==> config.mk <==
export PLATFORM = sky130hd
export DESIGN_NAME = mem_access_unit_flat
export DESIGN_NICKNAME = d
export VERILOG_FILES = /design/src/rtl/mem_access_unit_if.sv /design/src/rtl/mem_access_unit.sv /design/src/flat_wrapper.sv
export SDC_FILE = /design/constraint.sdc
export NUM_CORES = 1
export LEC_CHECK = 0
export BUFFER_PORTS_ARGS = -buffer_cell sky130_fd_sc_hd__buf_4
export CAP_MARGIN = 20
export CORE_AREA = 2 2 124 66
export CTS_CLUSTER_DIAMETER = 120
export DETAILED_ROUTE_END_ITERATION = 12
export DIE_AREA = 0 0 126 68
export PLACE_DENSITY = 0.78
export SLEW_MARGIN = 20
export SYNTH_ARGS = -nofsm -noshare
export SYNTH_HDL_FRONTEND = slang
export SYNTH_SLANG_ARGS = --single-unit
==> constraint.sdc <==
create_clock -name clock -period 2.4 [get_ports clock]
set_input_delay 0.48 -clock clock [delete_from_list [all_inputs] [get_ports clock]]
set_output_delay 0.48 -clock clock [all_outputs]
set_load 0.01 [all_outputs]
==> src/rtl/mem_access_unit_if.sv <==
// rtl/mem_access_unit_if.sv - request/response and RAM-side bus bundle for mem_access_unit
//
// Purpose: groups the CPU request handshake and the RAM strobe/address/data
// signals driven or observed by mem_access_unit.
// Modports:
//   master - requester side (control unit + RAM): drives start, rw, cpu_addr,
//            cpu_wdata, mem_dout; observes everything else.
//   slave  - mem_access_unit: drives busy, done, rdata, addr_err, mem_read,
//            mem_write, mem_addr, mem_din.
interface mem_access_unit_if #(
    parameter int ADDR_WIDTH = 9,
    parameter int DATA_WIDTH = 32
);
    logic                  start;
    logic                  rw;
    logic [31:0]           cpu_addr;
    logic [DATA_WIDTH-1:0] cpu_wdata;
    logic                  busy;
    logic                  done;
    logic [DATA_WIDTH-1:0] rdata;
    logic                  addr_err;
    logic                  mem_read;
    logic                  mem_write;
    logic [ADDR_WIDTH-1:0] mem_addr;
    logic [DATA_WIDTH-1:0] mem_din;
    logic [DATA_WIDTH-1:0] mem_dout;

    modport master (
        output start, rw, cpu_addr, cpu_wdata, mem_dout,
        input  busy, done, rdata, addr_err, mem_read, mem_write, mem_addr, mem_din
    );

    modport slave (
        input  start, rw, cpu_addr, cpu_wdata, mem_dout,
        output busy, done, rdata, addr_err, mem_read, mem_write, mem_addr, mem_din
    );
endinterface

==> src/rtl/mem_access_unit.sv <==
// rtl/mem_access_unit.sv - single load/store sequencer for the 512x32 word RAM
//
// Purpose: accepts one load/store request at a time, drives the RAM's
// level-sensitive Read/Write strobe after one address-setup cycle, holds it
// for WAIT_CYCLES+1 cycles, captures load data into rdata and pulses done.
// Ports:
//   clock - rising-edge system clock
//   clear - synchronous active-high reset, highest priority
//   bus   - mem_access_unit_if.slave: start/rw/cpu_addr/cpu_wdata request in,
//           busy/done/rdata/addr_err status out, mem_read/mem_write/mem_addr/
//           mem_din to the RAM, mem_dout from the RAM
module mem_access_unit #(
    parameter int ADDR_WIDTH  = 9,
    parameter int DATA_WIDTH  = 32,
    parameter int WAIT_CYCLES = 1
) (
    input logic               clock,
    input logic               clear,
    mem_access_unit_if.slave  bus
);

    localparam logic [3:0] LP_WAIT = 4'(WAIT_CYCLES);

    typedef enum logic [1:0] {
        S_IDLE,
        S_SETUP,
        S_ACCESS,
        S_DONE
    } state_t;

    state_t                r_state;
    logic                  r_rw;
    logic [3:0]            r_cnt;
    logic                  r_busy;
    logic                  r_done;
    logic                  r_addr_err;
    logic                  r_mem_read;
    logic                  r_mem_write;
    logic [ADDR_WIDTH-1:0] r_mem_addr;
    logic [DATA_WIDTH-1:0] r_mem_din;
    logic [DATA_WIDTH-1:0] r_rdata;

    // Any address bit above the RAM range is an error; there is no wrap.
    logic w_addr_oor;
    assign w_addr_oor = |bus.cpu_addr[31:ADDR_WIDTH];

    always_ff @(posedge clock) begin
        if (clear) begin
            r_state     <= S_IDLE;
            r_rw        <= 1'b0;
            r_cnt       <= 4'd0;
            r_busy      <= 1'b0;
            r_done      <= 1'b0;
            r_addr_err  <= 1'b0;
            r_mem_read  <= 1'b0;
            r_mem_write <= 1'b0;
            r_mem_addr  <= '0;
            r_mem_din   <= '0;
            r_rdata     <= '0;
        end else begin
            case (r_state)
                S_IDLE: begin
                    if (bus.start) begin
                        r_rw       <= bus.rw;
                        r_mem_addr <= bus.cpu_addr[ADDR_WIDTH-1:0];
                        r_mem_din  <= bus.cpu_wdata;
                        r_busy     <= 1'b1;
                        if (w_addr_oor) begin
                            // Skip the RAM entirely; done goes high next cycle.
                            r_addr_err <= 1'b1;
                            r_done     <= 1'b1;
                            r_state    <= S_DONE;
                        end else begin
                            r_addr_err <= 1'b0;
                            r_state    <= S_SETUP;
                        end
                    end
                end
                S_SETUP: begin
                    r_mem_write <= r_rw;
                    r_mem_read  <= ~r_rw;
                    r_cnt       <= LP_WAIT;
                    r_state     <= S_ACCESS;
                end
                S_ACCESS: begin
                    if (r_cnt == 4'd0) begin
                        // Strobe has been high WAIT_CYCLES+1 cycles; RAM output is valid.
                        r_mem_write <= 1'b0;
                        r_mem_read  <= 1'b0;
                        if (!r_rw) begin
                            r_rdata <= bus.mem_dout;
                        end
                        r_done  <= 1'b1;
                        r_state <= S_DONE;
                    end else begin
                        r_cnt <= r_cnt - 4'd1;
                    end
                end
                S_DONE: begin
                    r_done  <= 1'b0;
                    r_busy  <= 1'b0;
                    r_state <= S_IDLE;
                end
                default: begin
                    r_state <= S_IDLE;
                end
            endcase
        end
    end

    assign bus.busy      = r_busy;
    assign bus.done      = r_done;
    assign bus.rdata     = r_rdata;
    assign bus.addr_err  = r_addr_err;
    assign bus.mem_read  = r_mem_read;
    assign bus.mem_write = r_mem_write;
    assign bus.mem_addr  = r_mem_addr;
    assign bus.mem_din   = r_mem_din;

endmodule

==> src/flat_wrapper.sv <==
// flat-port wrapper written by rule: the top's interface ports become plain ports
module mem_access_unit_flat 
#(
    parameter int ADDR_WIDTH  = 9,
    parameter int DATA_WIDTH  = 32,
    parameter int WAIT_CYCLES = 1
)
  (clock, clear, bus_start, bus_rw, bus_cpu_addr, bus_cpu_wdata, bus_mem_dout, bus_busy, bus_done, bus_rdata, bus_addr_err, bus_mem_read, bus_mem_write, bus_mem_addr, bus_mem_din);
  mem_access_unit_if #(.ADDR_WIDTH(ADDR_WIDTH), .DATA_WIDTH(DATA_WIDTH)) bus_i ();
  input logic clock;
  input logic clear;
  input wire logic [$bits(bus_i.start)-1:0] bus_start;
  input wire logic [$bits(bus_i.rw)-1:0] bus_rw;
  input wire logic [$bits(bus_i.cpu_addr)-1:0] bus_cpu_addr;
  input wire logic [$bits(bus_i.cpu_wdata)-1:0] bus_cpu_wdata;
  input wire logic [$bits(bus_i.mem_dout)-1:0] bus_mem_dout;
  output wire logic [$bits(bus_i.busy)-1:0] bus_busy;
  output wire logic [$bits(bus_i.done)-1:0] bus_done;
  output wire logic [$bits(bus_i.rdata)-1:0] bus_rdata;
  output wire logic [$bits(bus_i.addr_err)-1:0] bus_addr_err;
  output wire logic [$bits(bus_i.mem_read)-1:0] bus_mem_read;
  output wire logic [$bits(bus_i.mem_write)-1:0] bus_mem_write;
  output wire logic [$bits(bus_i.mem_addr)-1:0] bus_mem_addr;
  output wire logic [$bits(bus_i.mem_din)-1:0] bus_mem_din;
  assign bus_i.start = bus_start;
  assign bus_i.rw = bus_rw;
  assign bus_i.cpu_addr = bus_cpu_addr;
  assign bus_i.cpu_wdata = bus_cpu_wdata;
  assign bus_i.mem_dout = bus_mem_dout;
  assign bus_busy = bus_i.busy;
  assign bus_done = bus_i.done;
  assign bus_rdata = bus_i.rdata;
  assign bus_addr_err = bus_i.addr_err;
  assign bus_mem_read = bus_i.mem_read;
  assign bus_mem_write = bus_i.mem_write;
  assign bus_mem_addr = bus_i.mem_addr;
  assign bus_mem_din = bus_i.mem_din;
  mem_access_unit #(.ADDR_WIDTH(ADDR_WIDTH), .DATA_WIDTH(DATA_WIDTH), .WAIT_CYCLES(WAIT_CYCLES)) u_core (.clock(clock), .clear(clear), .bus(bus_i));
endmodule
==> results.json, run 1 <==
{
  "outcome": "finished, final reports clean",
  "grt.total_usage": 0.1917,
  "finClkSkew_ns": 0.005702,
  "ant_nets": 0,
  "hold_path.class": "in2reg",
  "dp_hpwl_um": 6353,
  "clk_pin_slew_ns": 0.06,
  "critPathMaxFanout": 32,
  "cp.arrival_ns": 2.07,
  "grt_pass1_wl_um": 12900,
  "drc": 0,
  "setup_tns_ns": 0,
  "synth-async-reset-ratio": 0,
  "drt_first_iter_violations": 135,
  "synth.distinct_cells": 31,
  "ctsHoldBuffers": 0,
  "period_share": 0.7752,
  "nNetsFinal": 677,
  "ys_seq_elements": 85,
  "cap_violations": 0,
  "yosys-top-cells-area": "dfxtp_1 54%, nand2_1 18%, a21oi_1 12%, ha_1 2.8%, clkbuf_1 2.0%",
  "slew_violations": 0,
  "cts-resized-gates": 0,
  "endpoint_kind": "flop",
  "finalHoldViolations": 0,
  "post_cts_buffers": 0,
  "wl_um": 8625,
  "synthCells": 402,
  "synth-main-ff-cell": "dfxtp_1",
  "yosysWarnings": 0,
  "p_int_mw": 3.285,
  "synthesis.area_um2": 3174,
  "p_per_area_nw_per_um2": 1010,
  "grt.overflow.total": 0,
  "power_leakage_nw": 2.167,
  "relSlewSlack": 0.7158,
  "p_clk_frac": 0.275,
  "synth_most_common_cell": "nand2_1",
  "synth.largest_area_cell": "dfxtp_1",
  "p_comb_frac": 0.345,
  "synth_top_area_frac": 0.5361,
  "netSwitchingFraction": 0.3328,
  "clk_latency_ns": 0.34,
  "final_area_um2": 4875,
  "fin_crit_ns": 1.860,
  "core_area_um2": 7597,
  "die_h_um": 68,
  "wl_per_cell_um": 12.78,
  "numCtsBuffers": 9,
  "cts-htree-levels": 3,
  "critPathKind": "reg2reg",
  "vdd_drop_max_uv": 515.5,
  "switchingPower_mw": 1.638,
  "seqPwrFrac": 0.380,
  "clock_path_buffers": 2,
  "tightest_slew_ns": 0.4263,
  "grt_max_degree": 60,
  "via_per_inst": 4.782,
  "p_total_mw": 4.923,
  "pin_count": 178,
  "timing.fmax_mhz": 537.5,
  "io_buffers": 177,
  "cts_tree": "done",
  "synth_fp_nets": 509,
  "placed_area_um2": 4582,
  "drive_above_1_share": 0.3496,
  "ys_top_cells_by_count": "153 x nand2_1, 85 x dfxtp_1, 77 x a21oi_1, 17 x clkbuf_1, 9 x nor2_1",
  "cts_root_buf": "clkbuf_16",
  "rows": 23,
  "first_pass_iters": 4,
  "critPathLaunchType": "flop",
  "ys_seq_area_frac": 0.5361,
  "rsz0062_at_grt": "no",
  "design.die.area_um2": 8568,
  "grt_pass1_vias": 2803,
  "synth-edff-count": 0,
  "start_util": 0.4178,
  "die_w_um": 126,
  "antenna_found_initial": 0,
  "area_growth_pct": 53.57,
  "gp_congestion": 0.8137,
  "cp_data_required_time_ns": 2.61,
  "synth_area_per_cell_um2": 7.896,
  "num_vias": 3228,
  "finalSetupViolCount": 0,
  "cts.sinks": 85,
  "n_antenna_cell": 0
}
==> cell families (layout without fill, tap and decap cells) <==
family | after synthesis | after routing | synth area share
simple gates | 190 | 190 | 0.2475
fa+ha+maj | 7 | 7 | 0.02759
xor+xnor | 1 | 1 | 0.002760
flops | 85 | 85 | 0.5361
mux | 2 | 2 | 0.006701
buf+inv | 33 | 206 | 0.04178
compound gates | 84 | 84 | 0.1376
==> worst max-delay path, cell delays in order, from the launching register on <==
cell and delay, ns:
dfxtp_1 0.34, inv_1 0.11, ha_1 0.36, nand4bb_1 0.24, or2_1 0.26, buf_4 0.24, nand2_1 0.11, a21oi_1 0.06
==> metrics by stage <==
| step | cells | hold slack (ns) | utilization | setup WS [ns] |
|---|---|---|---|---|
| floorplan | 402 | 0.4366 | - | 0.7112 |
| global placement | 659 | 0.4410 | 0.6031 | 0.5898 |
| detailed placement | 659 | 0.4466 | 0.6031 | 0.4799 |
| CTS | 675 | 0.3737 | 0.6416 | 0.5438 |
| global route | 675 | 0.3756 | 0.6416 | 0.3921 |
| finish | 675 | 0.3879 | 0.6416 | 0.5396 |
==> final cells by class <==
type / count / area (µm²)
multi-input cells: 284 / 1343
clock buffers: 10 / 229.0
inverters: 7 / 26.28
flip-flops and latches: 85 / 1702
fillers: 664 / 2723
well taps: 100 / 125.1
repair buffers: 183 / 1386
clock inverters: 6 / 63.81
==> flip-flops by register name, summed over array words and instances, names as in the netlist <==
signal and cells:
u_core.bus.done 1, u_core.r_rw 1, u_core.bus.addr_err 1, u_core.bus.mem_read 1, u_core.bus.rdata 32, u_core.bus.mem_write 1
u_core.r_state 2, u_core.bus.busy 1, u_core.bus.mem_addr 9, u_core.r_cnt 4, u_core.bus.mem_din 32
==> final timing paths <==
check / startpoint / to / slack [ns] / cells past startpoint
setup / recovery: u_core.r_state[0] / u_core.bus.rdata[12] / 0.54 / 7
setup reg to reg: u_core.r_state[0] / u_core.bus.rdata[12] / 0.54 / 7
hold reg to reg: u_core.bus.rdata[8] / u_core.bus.rdata[8] / 0.45 / 2
hold / removal: bus_mem_dout[6] / u_core.bus.rdata[6] / 0.39 / 3
==> layer usage <==
| layer | wire [µm] | vias to the layer above | GRT usage |
|---|---|---|---|
| met2 | 3967 | 121 | 0.3024 |
| met4 | 76 | 0 | 0.06593 |
| met3 | 744 | 9 | 0.08835 |
| met1 | 3837 | 1449 | 0.2355 |
| met5 | 0 | - | 0 |
| li1 | - | 1649 | - |
==> power by group through the flow <==
stage / Combinational, mW / Sequential (mW) / Clock, mW
4_1_cts: 1.72 / 1.87 / 1.39
3_3_place_gp: 1.67 / 1.88 / 0
3_5_place_dp: 1.71 / 1.90 / 0
2_1_floorplan: 0.863 / 2.00 / 0
5_1_grt: 1.88 / 1.91 / 1.45
6_report: 1.70 / 1.87 / 1.35
==> cells in the final DEF, fill, tap and decap left out, drive strengths merged <==
cell,Yosys,routed
nor3,8,8
bufinv,0,1
nor2b,3,3
nand3,2,2
inv,7,7
dfxtp,85,85
mux2,1,1
nand2,153,153
o311ai,1,1
nand3b,1,1
clkbuf,17,10
nand2b,2,2
ha,7,7
o211ai,1,1
buf,9,183
nor4,5,5
nor2,9,9
or4b,1,1
o21ai,1,1
a311oi,1,1
clkinvlp,0,2
a31oi,2,2
mux2i,1,1
xor2,1,1
clkinv,0,3
a21oi,78,78
or3b,1,1
or2,1,1
nand4bb,1,1
and2,1,1
nand4,1,1
and3,1,1
Power figures use the tool's default switching activity.
==> run 2: changes to the inputs <==
Settings changed: CORE_AREA 2 2 124 66 to 2 2 129 68, DIE_AREA 0 0 126 68 to 0 0 131 70, PLACE_DENSITY 0.78 to 0.76.
Clock period 2.4 ns to 1.53 ns, I/O delays scaled along.
==> run 2 against run 1 <==
The run now ends with setup timing left. Register-to-register slack worse by 0.63 ns. Fmax increased by 15%. Die area rose by 7.0%. Sequential share of layout area decreased by 2.5 points. Flip-flop and latch count unchanged. Core utilization is 0.39 points lower. Non-clock buffer count up 21. Critical endpoint is now u_core.bus.done. Largest power group is now combinational logic. Highest routed layer unchanged.
==> results.json, run 2 (synthesized netlist as in run 1, its figures left out) <==
{
  "outcome": "complete, but fails checks",
  "violations": "setup timing",
  "cp.arrival_ns": 1.84,
  "grt_pass1_wl_um": 13960,
  "final_area_um2": 5266,
  "finalSetupViolCount": 23,
  "timing.fmax_mhz": 615.9,
  "drt_first_iter_violations": 167,
  "drc": 0,
  "hold_path.startpoint": "bus_mem_dout[2]",
  "core_area_um2": 8258,
  "grt_pass1_vias": 3115,
  "hold_ws_ns": 0.2143,
  "gp_congestion": 0.8431,
  "numCtsBuffers": 9,
  "critPathMaxFanout": 2,
  "relSlewSlack": 0.8194,
  "fill_cells": 723,
  "clk_latency_ns": 0.33,
  "cts.sinks": 85,
  "reg2reg_from": "u_core.r_cnt[0]",
  "tightest_slew_ns": 0.2704,
  "num_vias": 3331,
  "vdd_drop_max_uv": 808.5,
  "via_per_inst": 4.672,
  "clock_path_buffers": 2,
  "critical_path.startpoint": "u_core.r_cnt[0]",
  "switchingPower_mw": 2.765,
  "fin_crit_ns": 1.624,
  "nNetsFinal": 698,
  "layout_common_cells": "197 x buf_4, 152 x nand2_1, 83 x dfxtp_1",
  "cp_data_required_time_ns": 1.75,
  "slew_violations": 0,
  "p_int_mw": 6.061,
  "p_comb_frac": 0.379,
  "antenna_found_initial": 0,
  "io_buffers": 177,
  "drive_above_1_share": 0.3943,
  "die_w_um": 131,
  "endpoint_kind": "flop",
  "power_leakage_nw": 2.343,
  "first_pass_iters": 4,
  "p_per_area_nw_per_um2": 1676,
  "area_growth_pct": 65.90,
  "placed_area_um2": 4810,
  "start_util": 0.3844,
  "grt.total_usage": 0.1913,
  "hold_path.class": "in2reg",
  "critPathLaunchType": "flop",
  "die_h_um": 70,
  "finalHoldViolations": 0,
  "cap_violations": 0,
  "grt_max_degree": 45,
  "dp_hpwl_um": 6850,
  "ant_nets": 0,
  "wl_um": 9083,
  "clk_pin_slew_ns": 0.06,
  "dp.cells": 694,
  "period_share": 1.061,
  "fin_ws_ns": -0.09367,
  "rsz0062_at_grt": "yes",
  "netSwitchingFraction": 0.3133,
  "final_common_cell": "buf_4",
  "pin_count": 178,
  "finClkSkew_ns": 0.005449,
  "seqPwrFrac": 0.332,
  "grt.overflow.total": 0,
  "cts-htree-levels": 3,
  "rows": 24,
  "stdcell_count": 713,
  "p_clk_frac": 0.289,
  "critPathKind": "reg2reg",
  "n_antenna_cell": 0,
  "design.die.area_um2": 9170,
  "cts_root_buf": "clkbuf_16",
  "wl_per_cell_um": 12.74,
  "cts_tree": "done"
}
==> run 2: worst max-delay path: stages, from the launching register on <==
cell and delay [ns]:
dfxtp_2 0.32, inv_2 0.07, ha_4 0.13, or3b_4 0.39
a21oi_4 0.15, o311ai_2 0.13, mux2_1 0.32
==> run 2: power by group through the flow <==
stage | combinational, mW | sequential, mW | clock, mW
floorplan | 1.42 | 3.14 | 0
global placement | 3.03 | 2.95 | 0
detailed placement | 3.12 | 2.97 | 0
CTS | 3.24 | 2.93 | 2.60
global route | 3.69 | 2.99 | 2.68
finish | 3.35 | 2.93 | 2.55
==> run 2: per-stage QoR <==
stage	TNS [ns]	utilization	total power [mW]	setup WS (ns)
6_report	-0.5110	0.6377	8.826	-0.09367
5_1_grt	-4.001	0.6377	9.361	-0.1666
4_1_cts	-0.1584	0.6317	8.768	-0.1245
3_5_place_dp	-0.8837	0.5824	6.094	-0.1497
3_3_place_gp	-1.151	0.5824	5.984	-0.08814
2_1_floorplan	-1.497	-	4.564	-0.07204
==> run 2: layout make-up <==
class	instances	area, µm²	area share
flip-flops and latches	85	1704	0.3236
multi-input cells	284	1401	0.2661
well taps	117	146.4	0.02780
clock inverters	5	106.4	0.02019
inverters	7	26.28	0.004989
clock buffers	11	252.7	0.04799
repair buffers	204	1629	0.3093
==> run 2: worst paths after layout <==
kind                            cells past startpoint             endpoint  slack [ns]
worst min-delay path                                3  u_core.bus.rdata[2]        0.21
worst max-delay path                                6      u_core.bus.done       -0.09
worst max register to register                      6      u_core.bus.done       -0.09
worst min register to register                      2  u_core.bus.rdata[1]        0.46
==> run 2: routing by layer <==
| metal | GRT usage | part of all wire | vias up |
|---|---|---|---|
| met5 | 0 | 0 | - |
| met4 | 0.05674 | 0.010 | 0 |
| met3 | 0.07356 | 0.089 | 11 |
| met2 | 0.3057 | 0.44 | 122 |
| met1 | 0.2400 | 0.46 | 1514 |
| li1 | - | - | 1684 |
==> run 2: timing repair <==
action,4_1_cts,5_1_grt
cloned,0,2
endpoints found under the hold margin,0,0
gates resized for setup,6,2
hold buffers,0,0
buffers inserted,2,0
pin swaps,3,6
endpoints found under the setup margin,34,39
